`config.mk`:
```
export PLATFORM = sky130hd
export DESIGN_NAME = le_cluster
export DESIGN_NICKNAME = d
export VERILOG_FILES = /design/src/rtl/le_cluster_pkg.sv /design/src/rtl/le_cluster_le_cell.sv /design/src/rtl/le_cluster.sv
export SDC_FILE = /design/constraint.sdc
export NUM_CORES = 1
export LEC_CHECK = 0
export CAP_MARGIN = 20
export CELL_PAD_IN_SITES_DETAIL_PLACEMENT = 0
export CELL_PAD_IN_SITES_GLOBAL_PLACEMENT = 1
export CORE_MARGIN = 4
export CORE_UTILIZATION = 50
export CTS_BUF_LIST = sky130_fd_sc_hd__clkbuf_4 sky130_fd_sc_hd__clkbuf_8
export CTS_CLUSTER_SIZE = 8
export DETAILED_ROUTE_END_ITERATION = 12
export GPL_ROUTABILITY_DRIVEN = 0
export PLACE_DENSITY = 0.84
export SLEW_MARGIN = 20
export SYNTH_ARGS = -nofsm -noshare
export SYNTH_HDL_FRONTEND = slang
export SYNTH_SLANG_ARGS = --single-unit
```
`constraint.sdc`:
```
create_clock -name clk -period 5.05 [get_ports clk]
set_input_delay 0.7575 -clock clk [delete_from_list [all_inputs] [get_ports clk]]
set_output_delay 0.7575 -clock clk [all_outputs]
set_load 0.02 [all_outputs]
```
`src/rtl/le_cluster_pkg.sv`:
```
// le_cluster shared types and sizing helpers.
// Field widths are derived here so cell and top agree.
package le_cluster_pkg;

  typedef enum logic [1:0] {
    UNCONF = 2'd0,
    CONF   = 2'd1,
    ERR    = 2'd2
  } cfg_state_t;

  function automatic int sel_w(
    input int num_in,
    input int num_le
  );
    return $clog2(num_in + num_le);
  endfunction

  function automatic int le_cfg_w(
    input int lut_k,
    input int sw
  );
    return (2 ** lut_k) + lut_k * sw + 1;
  endfunction

  function automatic int cfg_bits(
    input int num_le,
    input int lw
  );
    return num_le * lw;
  endfunction

endpackage

```
`src/rtl/le_cluster_le_cell.sv`:
```
// One logic element: input selects, K-LUT, flip-flop
// and registered/combinational output mux.
module le_cell
  import le_cluster_pkg::*;
#(
  parameter int LUT_K   = 4,
  parameter int SEL_W   = 5,
  parameter int NUM_SRC = 20,
  parameter int CFG_W   = le_cfg_w(LUT_K, SEL_W)
) (
  input  logic               clk,
  input  logic               rst,
  input  logic [CFG_W-1:0]   cfg,
  input  logic [NUM_SRC-1:0] src,
  input  logic               ff_en,
  input  logic               out_en,
  output logic               q,
  output logic               out
);

  localparam int MASK_W = 2 ** LUT_K;

  logic [MASK_W-1:0] mask;
  logic              reg_mode;
  logic [LUT_K-1:0]  lin;
  logic              lut;

  assign mask     = cfg[MASK_W-1:0];
  assign reg_mode = cfg[CFG_W-1];

  // Select codes beyond the last source fall through to 0.
  always_comb begin
    lin = '0;
    for (int k = 0; k < LUT_K; k++) begin
      for (int s = 0; s < NUM_SRC; s++) begin
        if (cfg[MASK_W+k*SEL_W +: SEL_W] == SEL_W'(s))
          lin[k] = src[s];
      end
    end
  end

  assign lut = mask[lin];

  always_ff @(posedge clk) begin
    if (rst)
      q <= 1'b0;
    else if (ff_en)
      q <= lut;
  end

  assign out = out_en & (reg_mode ? q : lut);

endmodule

```
`src/rtl/le_cluster.sv`:
```
// Cluster of LUT-based logic elements programmed through
// a serial configuration chain with load/overflow tracking.
module le_cluster
  import le_cluster_pkg::*;
#(
  parameter int NUM_LE = 4,
  parameter int LUT_K  = 4,
  parameter int NUM_IN = 16
) (
  input  logic              clk,
  input  logic              rst,
  input  logic              config_en,
  input  logic              config_data_in,
  output logic              config_data_out,
  input  logic              le_en,
  input  logic [NUM_IN-1:0] cl_in,
  output logic [NUM_LE-1:0] cl_out,
  output logic              cfg_done,
  output logic              cfg_err
);

  localparam int SEL_W    = sel_w(NUM_IN, NUM_LE);
  localparam int LE_CFG_W = le_cfg_w(LUT_K, SEL_W);
  localparam int CFG_BITS = cfg_bits(NUM_LE, LE_CFG_W);
  localparam int NUM_SRC  = NUM_IN + NUM_LE;
  localparam int CW       = $clog2(CFG_BITS + 2);

  logic [CFG_BITS-1:0] chain;
  logic [CW-1:0]       count;
  logic [NUM_LE-1:0]   q;
  logic [NUM_SRC-1:0]  src;
  logic                ff_en;
  logic                out_en;
  cfg_state_t          state, state_nxt;

  always_ff @(posedge clk) begin
    if (rst)
      chain <= '0;
    else if (config_en)
      chain <= {chain[CFG_BITS-2:0], config_data_in};
  end

  assign config_data_out = chain[CFG_BITS-1];

  always_ff @(posedge clk) begin
    if (rst)
      count <= '0;
    else if (config_en && count != CW'(CFG_BITS + 1))
      count <= count + 1'b1;
  end

  always_ff @(posedge clk) begin
    if (rst)
      state <= UNCONF;
    else
      state <= state_nxt;
  end

  always_comb begin
    state_nxt = state;
    case (state)
      UNCONF:
        if (config_en && count == CW'(CFG_BITS - 1))
          state_nxt = CONF;
      CONF:
        if (config_en)
          state_nxt = ERR;
      ERR:
        state_nxt = ERR;
      default:
        state_nxt = UNCONF;
    endcase
  end

  assign cfg_done = (state == CONF);
  assign cfg_err  = (state == ERR);

  // LEs run only on a complete, quiescent configuration.
  assign out_en = cfg_done & ~config_en;
  assign ff_en  = le_en & out_en;

  // Feedback comes from flops only, so no LUT-to-LUT loops.
  assign src = {q, cl_in};

  for (genvar j = 0; j < NUM_LE; j++) begin : g_le
    le_cell #(
      .LUT_K  (LUT_K),
      .SEL_W  (SEL_W),
      .NUM_SRC(NUM_SRC),
      .CFG_W  (LE_CFG_W)
    ) u_cell (
      .clk   (clk),
      .rst   (rst),
      .cfg   (chain[j*LE_CFG_W +: LE_CFG_W]),
      .src   (src),
      .ff_en (ff_en),
      .out_en(out_en),
      .q     (q[j]),
      .out   (cl_out[j])
    );
  end

endmodule

```
==> reports/metrics.cfg, run 1 <==
[outcome]
outcome=complete, no violations

[worst_setup_path]
cp_slowest_cell=clkdlybuf4s50_1
crit_path_max_incr_delay_ns=0.57
timing.rr.end=g_le[2].u_cell.q
path_max_fanout=9
arrival_ns=4.10
path_class=in -> out
critical_path_required_ns=4.29
crit_chain=clkdlybuf4s50_1 > buf_4 > mux2i_1 > mux4_2 > o211ai_1 > a22oi_1 > o31a_1 > or3_1 > nand4_1 > mux2i_1 > o21a_1 > clkdlybuf4s50_1
cp-end-kind=primary output
worstSetupStartpointType=primary input
rr_worst_depth=9
reg2reg_from=chain[101]
ff2ff_setup_slack_ns=1.80

[power_and_ir_drop]
p_per_area_nw_per_um2=220.9
p_leak_nw=4.402
ir_worst_vdd_mv=0.1052
power_mw=2.610

[sta]
finalCriticalPeriod_ns=4.854
hold-worst-slack_ns=0.5070
skew_ns=0.01865
setup_viol=0
slew_headroom_pct=31.43
hold_viol=0
clock.fmax_mhz=206.0
tightest_slew_ns=1.029
finalCritPeriodShare_pct=96.12
fin_setup_tns_ns=0
drv_slew=0
timing.final.ws_setup_ns=0.1959
rsz0062_at_grt=no

[synth]
ys_warn_count=0
synth_edf_count=0
yosysTopAreaCell=dfxtp_1
synth_top_area_share_pct=29.76
synthTopCellsByArea=dfxtp_1 30%, mux2i_1 19%, nor2_1 6.9%
ys_ff_latch=162
synth_area_um2=10900
synthArstFlopShare_pct=0
synth_cells=1272
synth_area_per_cell_um2=8.568
synth_nets=1299
seq_area_frac_synth_pct=29.76
ys_types=83
synth_ff_type=dfxtp_1

[placed_design]
post-dp-hpwl_um=19470
portBuffers=27
place_inst=1489
post-place-ws_ns=0.007559

[layout]
multi_input_area_um2=6942
fin_nets=1260
diodes=0
fillers=1953
area_growth_pct=8.450
drive_above_1_share_pct=11.56
seqCellArea_um2=3244
stdcell_count=1521

[worst_hold_path]
min_path_cells=2
hold_path_class=reg -> reg
min_to=count[7]
hold_start=count[7]

[detailed_routing]
dr.pass1.iters=5
vias_per_cell=6.131
route.vias.total=9325
drc_errors=0
final_antenna_net_count=0
finalWirelength_um=28770
drt_iter0_markers=877
wire_per_inst_um=18.92

[clocking]
cts_max_level=4
clock_path_buffers=2
clk_latency_ns=0.48
cts.root.buffer_cell=clkbuf_8
clock_sinks=162
path_clk_slew_ns=0.11
cts_buffers=17
post_cts.repair.setup_buffers=0
cts_tree=yes

[floorplanning]
coreArea_um2=21220
row_count=53
die_w_um=155.6
die_h_um=155.6
io_pins=28
start_util_pct=51.36
fp.dieArea_um2=24220

[global_route]
grt_pass1_wl_um=46930
grt_pass1_vias=8496
antenna_found_initial=0
grt_max_degree=94
gr-usage-all-layers_pct=23.82
grt-ovfl-total=0

[job]
max_cap_violations=0

[repair_timing]
| action | CTS | global route |
|---|---|---|
| hold buffers | 0 | 0 |
| resized for setup | 2 | 4 |
| pin swaps | 0 | 0 |
| endpoints found under the setup margin | 1 | 4 |
[logic make-up (layout without fill, tap and decap cells)]
group / count (synthesis) / in the layout / synth area share, %
AO/OA/AOI/OAI: 236 / 236 / 14.88
adder cells (fa/ha/maj): 6 / 6 / 0.6888
multiplexers: 265 / 265 / 28.47
flip-flops: 162 / 162 / 29.76
AND/OR/NAND/NOR: 433 / 433 / 19.30
buffers and inverters: 166 / 140 / 6.579
XOR/XNOR: 4 / 4 / 0.3215
[per-stage QoR]
| stage | cell area [um2] | utilization, % |
|---|---|---|
| 2_1_floorplan | 10900 | - |
| 3_3_place_gp | 11350 | 53.50 |
| 3_5_place_dp | 11350 | 53.50 |
| 4_1_cts | 11810 | 55.64 |
| 5_1_grt | 11820 | 55.70 |
| 6_report | 11820 | 55.70 |
[sequential cells by signal, summed over array words and instances (netlist names)]
| register | cells |
|---|---|
| chain | 148 |
| g_le.u_cell.q | 4 |
| state | 2 |
| count | 8 |
[worst max-delay path by stage]
stage | start | endpoint | slack [ns] | cells after the start
5_1_grt | cl_in[1] | cl_out[2] | 0.009 | 12
3_3_place_gp | cl_in[3] | cl_out[2] | 0.03 | 12
4_1_cts | cl_in[1] | cl_out[3] | 0.09 | 12
2_1_floorplan | cl_in[3] | cl_out[2] | 1.20 | 10
3_5_place_dp | cl_in[3] | cl_out[2] | 0.008 | 12
6_report | cl_in[4] | cl_out[0] | 0.20 | 12
[Yosys cell counts (5+ instances only)]
master and n:
mux4_2 26, o21ai_0 40, inv_1 22, dfxtp_1 162
nand3b_1 21, a31oi_1 16, buf_1 14, nor2b_1 22
or3_1 7, buf_4 7, a22o_1 5, buf_6 5
a21boi_0 6, nor3_1 18, mux2i_1 211, mux4_1 6
nand3_1 25, mux2_2 12, nand4_1 11, nor2_1 200
o22ai_1 7, o21ai_1 11, nor4b_1 5, mux2_1 10
a22oi_1 5, a311oi_1 9, o31ai_1 8, a211oi_1 12
o211ai_1 15, nand2_1 58, buf_2 19, nand2b_1 26
ha_1 6, nor3b_1 14, and3_1 6, a21oi_1 48
clkbuf_1 94
[placed cells by master (no fill, tap or decap), types with 6 or more instances in the layout]
cell type and n:
nand2_1 58, a31oi_1 16, o211ai_1 15, nor2b_1 22, nor2_1 200, and3_1 6
nand3b_1 21, clkdlybuf4s50_1 21, dfxtp_1 161, nand4_1 11, nand3_1 25, mux4_1 6
mux2i_1 210, or3_1 7, o22ai_1 7, o21ai_0 40, o21ai_1 11, inv_1 22
mux4_2 26, mux2_1 10, a21oi_1 48, a21boi_0 6, clkbuf_8 18, a311oi_1 9
mux2_2 12, nor3b_1 14, a211oi_1 12, o31ai_1 8, nand2b_1 26, nor3_1 18
ha_1 6, buf_4 55
[critical path: cells and delay by family]
family | cells | cell delay [ns]
and+or+nand+nor | 2 | 0.46
AOI/OAI and AO/OA | 4 | 0.86
buffers and inverters | 3 | 1.33
muxes | 3 | 0.68
[power breakdown]
group          leakage, nW  switching (mW)  total, mW  internal (mW)
clock                0.226           0.600       1.08          0.477
combinational         2.87           0.145      0.252          0.107
sequential            1.31         0.00266       1.28           1.28
[area by class of cell]
| cell class | instances | area share, % |
|---|---|---|
| multi-input cells | 944 | 58.73 |
| repair buffers | 84 | 6.288 |
| clock buffers | 17 | 1.980 |
| inverters | 24 | 0.7622 |
| clock inverters | 15 | 1.874 |
| flip-flops and latches | 162 | 27.45 |
| well taps | 275 | 2.911 |
[routing by layer]
metal,track usage [%],routed length (um)
met4,6.461,452
met3,2.940,1706
met5,0,0
met1,35.14,13700
met2,36.91,12910
(Power assumes the default switching activity.)
==> inputs of run 2 (changes only) <==
- CTS_CLUSTER_DIAMETER: default -> 40
- GPL_TIMING_DRIVEN: default -> 0
==> run 2 against run 1 <==
- worst hold slack better by 0.0047 ns
- die area unchanged
- non-clock buffer count up 81
- register-to-register slack better by 0.07 ns
- final cell count up 5.4%
- combinational power up 2%
- largest cell class unchanged
- wire length up 11%
- highest routed layer unchanged
- power down 0.58%
- clock skew down 0.011 ns
- critical endpoint is now cl_out[1]
- first-iteration DRC count down 2.9%
- count of clock-buffer cells in the layout up 2
- worst setup slack worse by 0.15 ns
==> reports/metrics.cfg, run 2 (synthesis results as in run 1) <==
[worst_setup_path]
rr_worst_depth=10  ; was 9
arrival_ns=4.25  ; was 4.10 ns
ff2ff_setup_slack_ns=1.87  ; was 1.80 ns
cp-end-kind=primary output  ; unchanged
cp_slowest_cell=mux4_2  ; was clkdlybuf4s50_1
path_class=in -> out  ; unchanged
path_max_fanout=10  ; was 9
reg2reg_from=g_le[2].u_cell.q  ; was chain[101]
critical_path_required_ns=4.29  ; about the same
crit_path_max_incr_delay_ns=0.54  ; was 0.57 ns
timing.rr.end=g_le[3].u_cell.q  ; was g_le[2].u_cell.q
worstSetupStartpointType=primary input  ; unchanged
crit_chain=clkbuf_1 > clkbuf_2 > a31oi_1 > o32ai_1 > a21oi_1 > o32ai_4 > mux4_1 > mux4_2 > mux2i_1 > nor2_1 > buf_4 > clkdlybuf4s50_1  ; was clkdlybuf4s50_1 > buf_4 > mux2i_1 > mux4_2 > o211ai_1 > a22oi_1 > o31a_1 > or3_1 > nand4_1 > mux2i_1 > o21a_1 > clkdlybuf4s50_1

[clocking]
path_clk_slew_ns=0.09  ; was 0.11 ns
clock_sinks=162  ; unchanged
cts_max_level=4  ; unchanged
clock_path_buffers=2  ; unchanged
cts_buffers=17  ; unchanged
clk_latency_ns=0.46  ; was 0.48 ns
cts.root.buffer_cell=clkbuf_8  ; unchanged
hold_buffers=0  ; unchanged
cts_tree=yes  ; unchanged

[sta]
hold-worst-slack_ns=0.5117  ; was 0.5070 ns
hold_viol=0  ; unchanged
clock.fmax_mhz=199.7  ; was 206.0 MHz
finalCritPeriodShare_pct=99.14  ; was 96.12%
skew_ns=0.008101  ; was 0.01865 ns
drv_slew=0  ; unchanged
rsz0062_at_grt=yes  ; was no
setup_viol=0  ; unchanged
fin_setup_tns_ns=0  ; unchanged
slew_headroom_pct=35.80  ; was 31.43%
finalCriticalPeriod_ns=5.007  ; was 4.854 ns
tightest_slew_ns=0.9631  ; was 1.029 ns

[detailed_routing]
final_antenna_net_count=0  ; unchanged
vias_per_cell=6.144  ; was 6.131
route.vias.total=9849  ; was 9325
drt_iter0_markers=852  ; was 877
finalWirelength_um=31820  ; was 28770 um
drc_errors=0  ; unchanged
wire_per_inst_um=19.85  ; was 18.92 um
dr.pass1.iters=7  ; was 5

[placed_design]
portBuffers=21  ; was 27
place_inst=1568  ; was 1489
post-dp-hpwl_um=21190  ; was 19470 um
post_dp_cell_area_um2=11450  ; was 11350 um2

[outcome]
outcome=complete, no violations  ; unchanged

[global_route]
grt-ovfl-total=0  ; unchanged
grt_pass1_vias=8923  ; was 8496
grt_pass1_wl_um=49780  ; was 46930 um
grt_max_degree=17  ; was 94
antenna_found_initial=0  ; unchanged
gr-usage-all-layers_pct=25.92  ; was 23.82%

[power_and_ir_drop]
power_mw=2.595  ; was 2.610 mW
p_per_area_nw_per_um2=216.4  ; was 220.9 nW/um2
ir_worst_vdd_mv=0.1581  ; was 0.1052 mV
p_leak_nw=4.428  ; was 4.402 nW

[floorplanning]
row_count=53  ; unchanged
die_h_um=155.6  ; unchanged
die_w_um=155.6  ; unchanged
start_util_pct=51.36  ; unchanged
coreArea_um2=21220  ; unchanged
io_pins=28  ; unchanged
fp.dieArea_um2=24220  ; unchanged

[worst_hold_path]
min_to=count[7]  ; unchanged
hold_start=count[7]  ; unchanged
hold_path_class=reg -> reg  ; unchanged
min_path_cells=2  ; unchanged

[layout]
reg_top3=chain (148), count (8), g_le.u_cell.q (4)  ; unchanged
finalInstanceArea_um2=11990  ; was 11820 um2
final_common_cell=mux2i_1  ; unchanged
stdcell_count=1603  ; was 1521
drive_above_1_share_pct=10.47  ; was 11.56%
top_register=chain  ; unchanged
largest_reg_flops=148  ; unchanged
fin_nets=1341  ; was 1260
mostFrequentLayoutCells=211 x mux2i_1, 200 x nor2_1, 162 x dfxtp_1  ; was 210 x mux2i_1, 200 x nor2_1, 161 x dfxtp_1
area_growth_pct=10.06  ; was 8.450%

[job]
max_cap_violations=0  ; unchanged

## run 2: cell types whose count changed in the layout (fill, tap and decap cells not counted), sizes merged, moves of 3 or more
cell and delta:
clkbuf +101, buf -12, clkdlybuf4s50 -12, dlygate4sd2 +6
clkinv -5, inv +3
## run 2: area by class of cell
cell class / instances / area, um2
tap: 275 / 344.1
clock inverter: 13 / 161.4
multi-input combinational: 944 / 6980
sequential: 162 / 3243
clock buffer: 19 / 261.5
inverter: 24 / 90.09
timing repair buffer: 23 / 221.5
fill: 2009 / 9226
antenna: 1 / 2.502
buffer: 142 / 689.4
## run 2: metal layers
layer | vias up | GRT usage, % | share of wire (%)
met5 | - | 0 | 0
met4 | 0 | 8.754 | 2.9
met3 | 64 | 6.019 | 8.7
met2 | 383 | 39.96 | 44
met1 | 4712 | 35.95 | 45
li1 | 4690 | - | -
## run 2: critical path, delay by kind of cell
family	cells	cell delay, ns
AO/OA/AOI/OAI	4	0.76
buffers and inverters	4	1.59
multiplexers	3	1.06
AND/OR/NAND/NOR	1	0.07
## run 2: where the power goes
part / switching, mW / internal, mW / total (mW)
Combinational: 0.163 / 0.0949 / 0.258
Clock: 0.569 / 0.486 / 1.06
Sequential: 0.00273 / 1.28 / 1.28
Total: 0.735 / 1.86 / 2.60
## run 2: what timing repair did
| item | 4_1_cts | 5_1_grt |
|---|---|---|
| cloned | 0 | 0 |
| buffers inserted | 2 | 0 |
| endpoints found under the setup margin | 4 | 4 |
| resized for setup | 36 | 23 |
| endpoints found under the hold margin | 0 | 0 |
| pin swaps | 2 | 0 |
## run 2: worst max path at each step
stage,cells after the start,to,startpoint
2_1_floorplan,10,cl_out[2],cl_in[3]
3_3_place_gp,13,cl_out[1],cl_in[13]
3_5_place_dp,13,cl_out[1],cl_in[13]
4_1_cts,13,cl_out[2],cl_in[3]
5_1_grt,12,cl_out[3],g_le[2].u_cell.q
6_report,12,cl_out[1],cl_in[10]
## run 2: metrics by stage
stage | utilization, % | setup WS [ns]
finish | 56.52 | 0.04332
global route | 56.51 | -0.05412
CTS | 56.42 | 0.02436
detailed placement | 53.97 | -0.9168
global placement | 53.97 | -0.9072
floorplan | - | 1.195
==> inputs of run 3 (changes only) <==
- REMOVE_ABC_BUFFERS: default -> 1
==> run 3 against run 2 <==
- critical path depth shrank 1
- clock power hardly changed
- wire length is 15% lower
- non-clock buffer count shrank 133
- clock skew is 0.0078 ns higher
- count of clock-buffer cells in the layout down 1
- design area fell by 4.8%
- worst hold slack lost 0.0013 ns
- power is 0.81% lower
- final cell count is 8.4% lower
- largest power group unchanged
==> reports/metrics.cfg, run 3 (synthesis results as in run 1) <==
[outcome]
outcome=complete, no violations  ; unchanged

[layout]
fin_nets=1208  ; was 1341
diodes=0  ; was 1
reg_top3=chain (148), count (8), g_le.u_cell.q (4)  ; unchanged
mostFrequentLayoutCells=211 x mux2i_1, 200 x nor2_1, 158 x dfxtp_1  ; was 211 x mux2i_1, 200 x nor2_1, 162 x dfxtp_1
finalInstanceArea_um2=11420  ; was 11990 um2
drive_above_1_share_pct=9.296  ; was 10.47%
stdcell_count=1469  ; was 1603
area_growth_pct=4.753  ; was 10.06%
top_register=chain  ; unchanged
fillers=1998  ; was 2009
largest_reg_flops=148  ; unchanged
final_util_pct=53.80  ; was 56.52%
final_common_cell=mux2i_1  ; unchanged

[global_route]
grt_pass1_wl_um=43770  ; was 49780 um
gr-usage-all-layers_pct=22.10  ; was 25.92%
grt-ovfl-total=0  ; unchanged
grt_pass1_vias=8103  ; was 8923
antenna_found_initial=0  ; unchanged
grt_max_degree=84  ; was 17

[worst_setup_path]
cp_slowest_cell=clkdlybuf4s50_1  ; was mux4_2
critPathTopFamily=multiplexers  ; was buffers and inverters
path_max_fanout=16  ; was 10
critical_path_required_ns=4.29  ; about the same
crit_path_max_incr_delay_ns=0.55  ; was 0.54 ns
cp-end-kind=primary output  ; unchanged
crit_top_cell=mux4_2
path_class=in -> out  ; unchanged
arrival_ns=4.17  ; was 4.25 ns
worst-path-buf-inv=2  ; was 4
worstSetupStartpointType=primary input  ; unchanged
crit_chain=clkdlybuf4s15_2 > mux4_2 > nor2b_1 > a221oi_1 > nor3_1 > a21oi_4 > mux2_1 > mux4_2 > a22oi_1 > nand2_1 > clkdlybuf4s50_1  ; was clkbuf_1 > clkbuf_2 > a31oi_1 > o32ai_1 > a21oi_1 > o32ai_4 > mux4_1 > mux4_2 > mux2i_1 > nor2_1 > buf_4 > clkdlybuf4s50_1

[floorplanning]
fp.dieArea_um2=24220  ; unchanged
io_pins=28  ; unchanged
die_w_um=155.6  ; unchanged
coreArea_um2=21220  ; unchanged
die_h_um=155.6  ; unchanged
row_count=53  ; unchanged
start_util_pct=51.36  ; unchanged

[clocking]
path_clk_slew_ns=0.10  ; was 0.09 ns
cts_buffers=17  ; unchanged
cts.root.buffer_cell=clkbuf_8  ; unchanged
hold_buffers=0  ; unchanged
clock_sinks=162  ; unchanged
clk_latency_ns=0.46  ; about the same
cts_tree=yes  ; unchanged
clock_path_buffers=2  ; unchanged
cts_max_level=4  ; unchanged

[power_and_ir_drop]
p_per_area_nw_per_um2=225.5  ; was 216.4 nW/um2
power_mw=2.574  ; was 2.595 mW
p_leak_nw=4.111  ; was 4.428 nW
ir_worst_vdd_mv=0.1728  ; was 0.1581 mV

[sta]
hold_viol=0  ; unchanged
skew_ns=0.01594  ; was 0.008101 ns
slew_headroom_pct=40.44  ; was 35.80%
fin_setup_tns_ns=0  ; unchanged
drv_slew=0  ; unchanged
rsz0062_at_grt=yes  ; unchanged
setup_viol=0  ; unchanged
hold-worst-slack_ns=0.5104  ; was 0.5117 ns
clock.fmax_mhz=202.8  ; was 199.7 MHz
timing.final.ws_setup_ns=0.1189  ; was 0.04332 ns
finalCriticalPeriod_ns=4.931  ; was 5.007 ns
tightest_slew_ns=0.8921  ; was 0.9631 ns
finalCritPeriodShare_pct=97.65  ; was 99.14%

[detailed_routing]
finalWirelength_um=26970  ; was 31820 um
wire_per_inst_um=18.36  ; was 19.85 um
route.vias.total=9041  ; was 9849
drc_errors=0  ; unchanged
final_antenna_net_count=0  ; unchanged
drt_iter0_markers=857  ; was 852
dr.pass1.iters=5  ; was 7
vias_per_cell=6.155  ; was 6.144

[placed_design]
portBuffers=27  ; was 21
post-dp-hpwl_um=15860  ; was 21190 um
post-place-ws_ns=-0.7044  ; was -0.9168 ns
post_dp_cell_area_um2=10970  ; was 11450 um2
place_inst=1435  ; was 1568

[job]
max_cap_violations=0  ; unchanged

[worst_hold_path]
hold_path_class=reg -> reg  ; unchanged

## run 3: cell count changes in the layout (fill, tap and decap cells not counted), sizes merged
cell           change
dlymetal6s2s       -1
buf               -30
clkbuf           -100
diode              -1
clkdlybuf4s15      +4
dlygate4sd2        -7
bufinv             +1
## run 3: final timing paths
| check | startpoint | endpoint | slack, ns | cells after the start |
|---|---|---|---|---|
| setup reg to reg | g_le[2].u_cell.q | g_le[0].u_cell.q | 1.80 | 9 |
| setup / recovery | cl_in[1] | cl_out[2] | 0.12 | 11 |
| hold / removal | count[7] | count[7] | 0.51 | 2 |
| hold reg to reg | count[7] | count[7] | 0.51 | 2 |
## run 3: layout make-up
class                           count  area, um2  area share, %
Tap cell                          275      344.1          3.014
Timing Repair Buffer               32      335.3          2.937
Inverter                           24      90.09         0.7891
Clock inverter                     14      190.2          1.666
Sequential cell                   162       3248          28.45
Multi-Input combinational cell    944       6960          60.97
Clock buffer                       18      247.7          2.170
## run 3: metal layers
layer  routed length, um  up-vias  track usage [%]
met5                   0        -                0
met4                 426        0            6.003
met3                1741       34            3.135
met2               12390      260            35.42
met1               12420     4329            31.38
li1                    -     4418                -
## run 3: power by group
group          total, mW  internal (mW)  switching [mW]
logic              0.231         0.0860           0.146
clock network       1.06          0.522           0.539
registers           1.28           1.28         0.00276
total               2.57           1.89           0.687
## run 3: repair_timing
item,4_1_cts,5_1_grt
setup buffers,0,2
pin swaps,0,1
hold endpoints to repair,0,0
endpoints found under the setup margin,4,4
gates resized for setup,44,24
## run 3: worst register-to-register path: stages (launching register included)
cell,delay [ns]
dfxtp_1,0.90
inv_1,0.30
o211ai_1,0.25
o22ai_1,0.15
a31oi_4,0.40
mux2_1,0.36
or3_1,0.30
nand4_1,0.10
mux2i_1,0.17
o21a_1,0.23
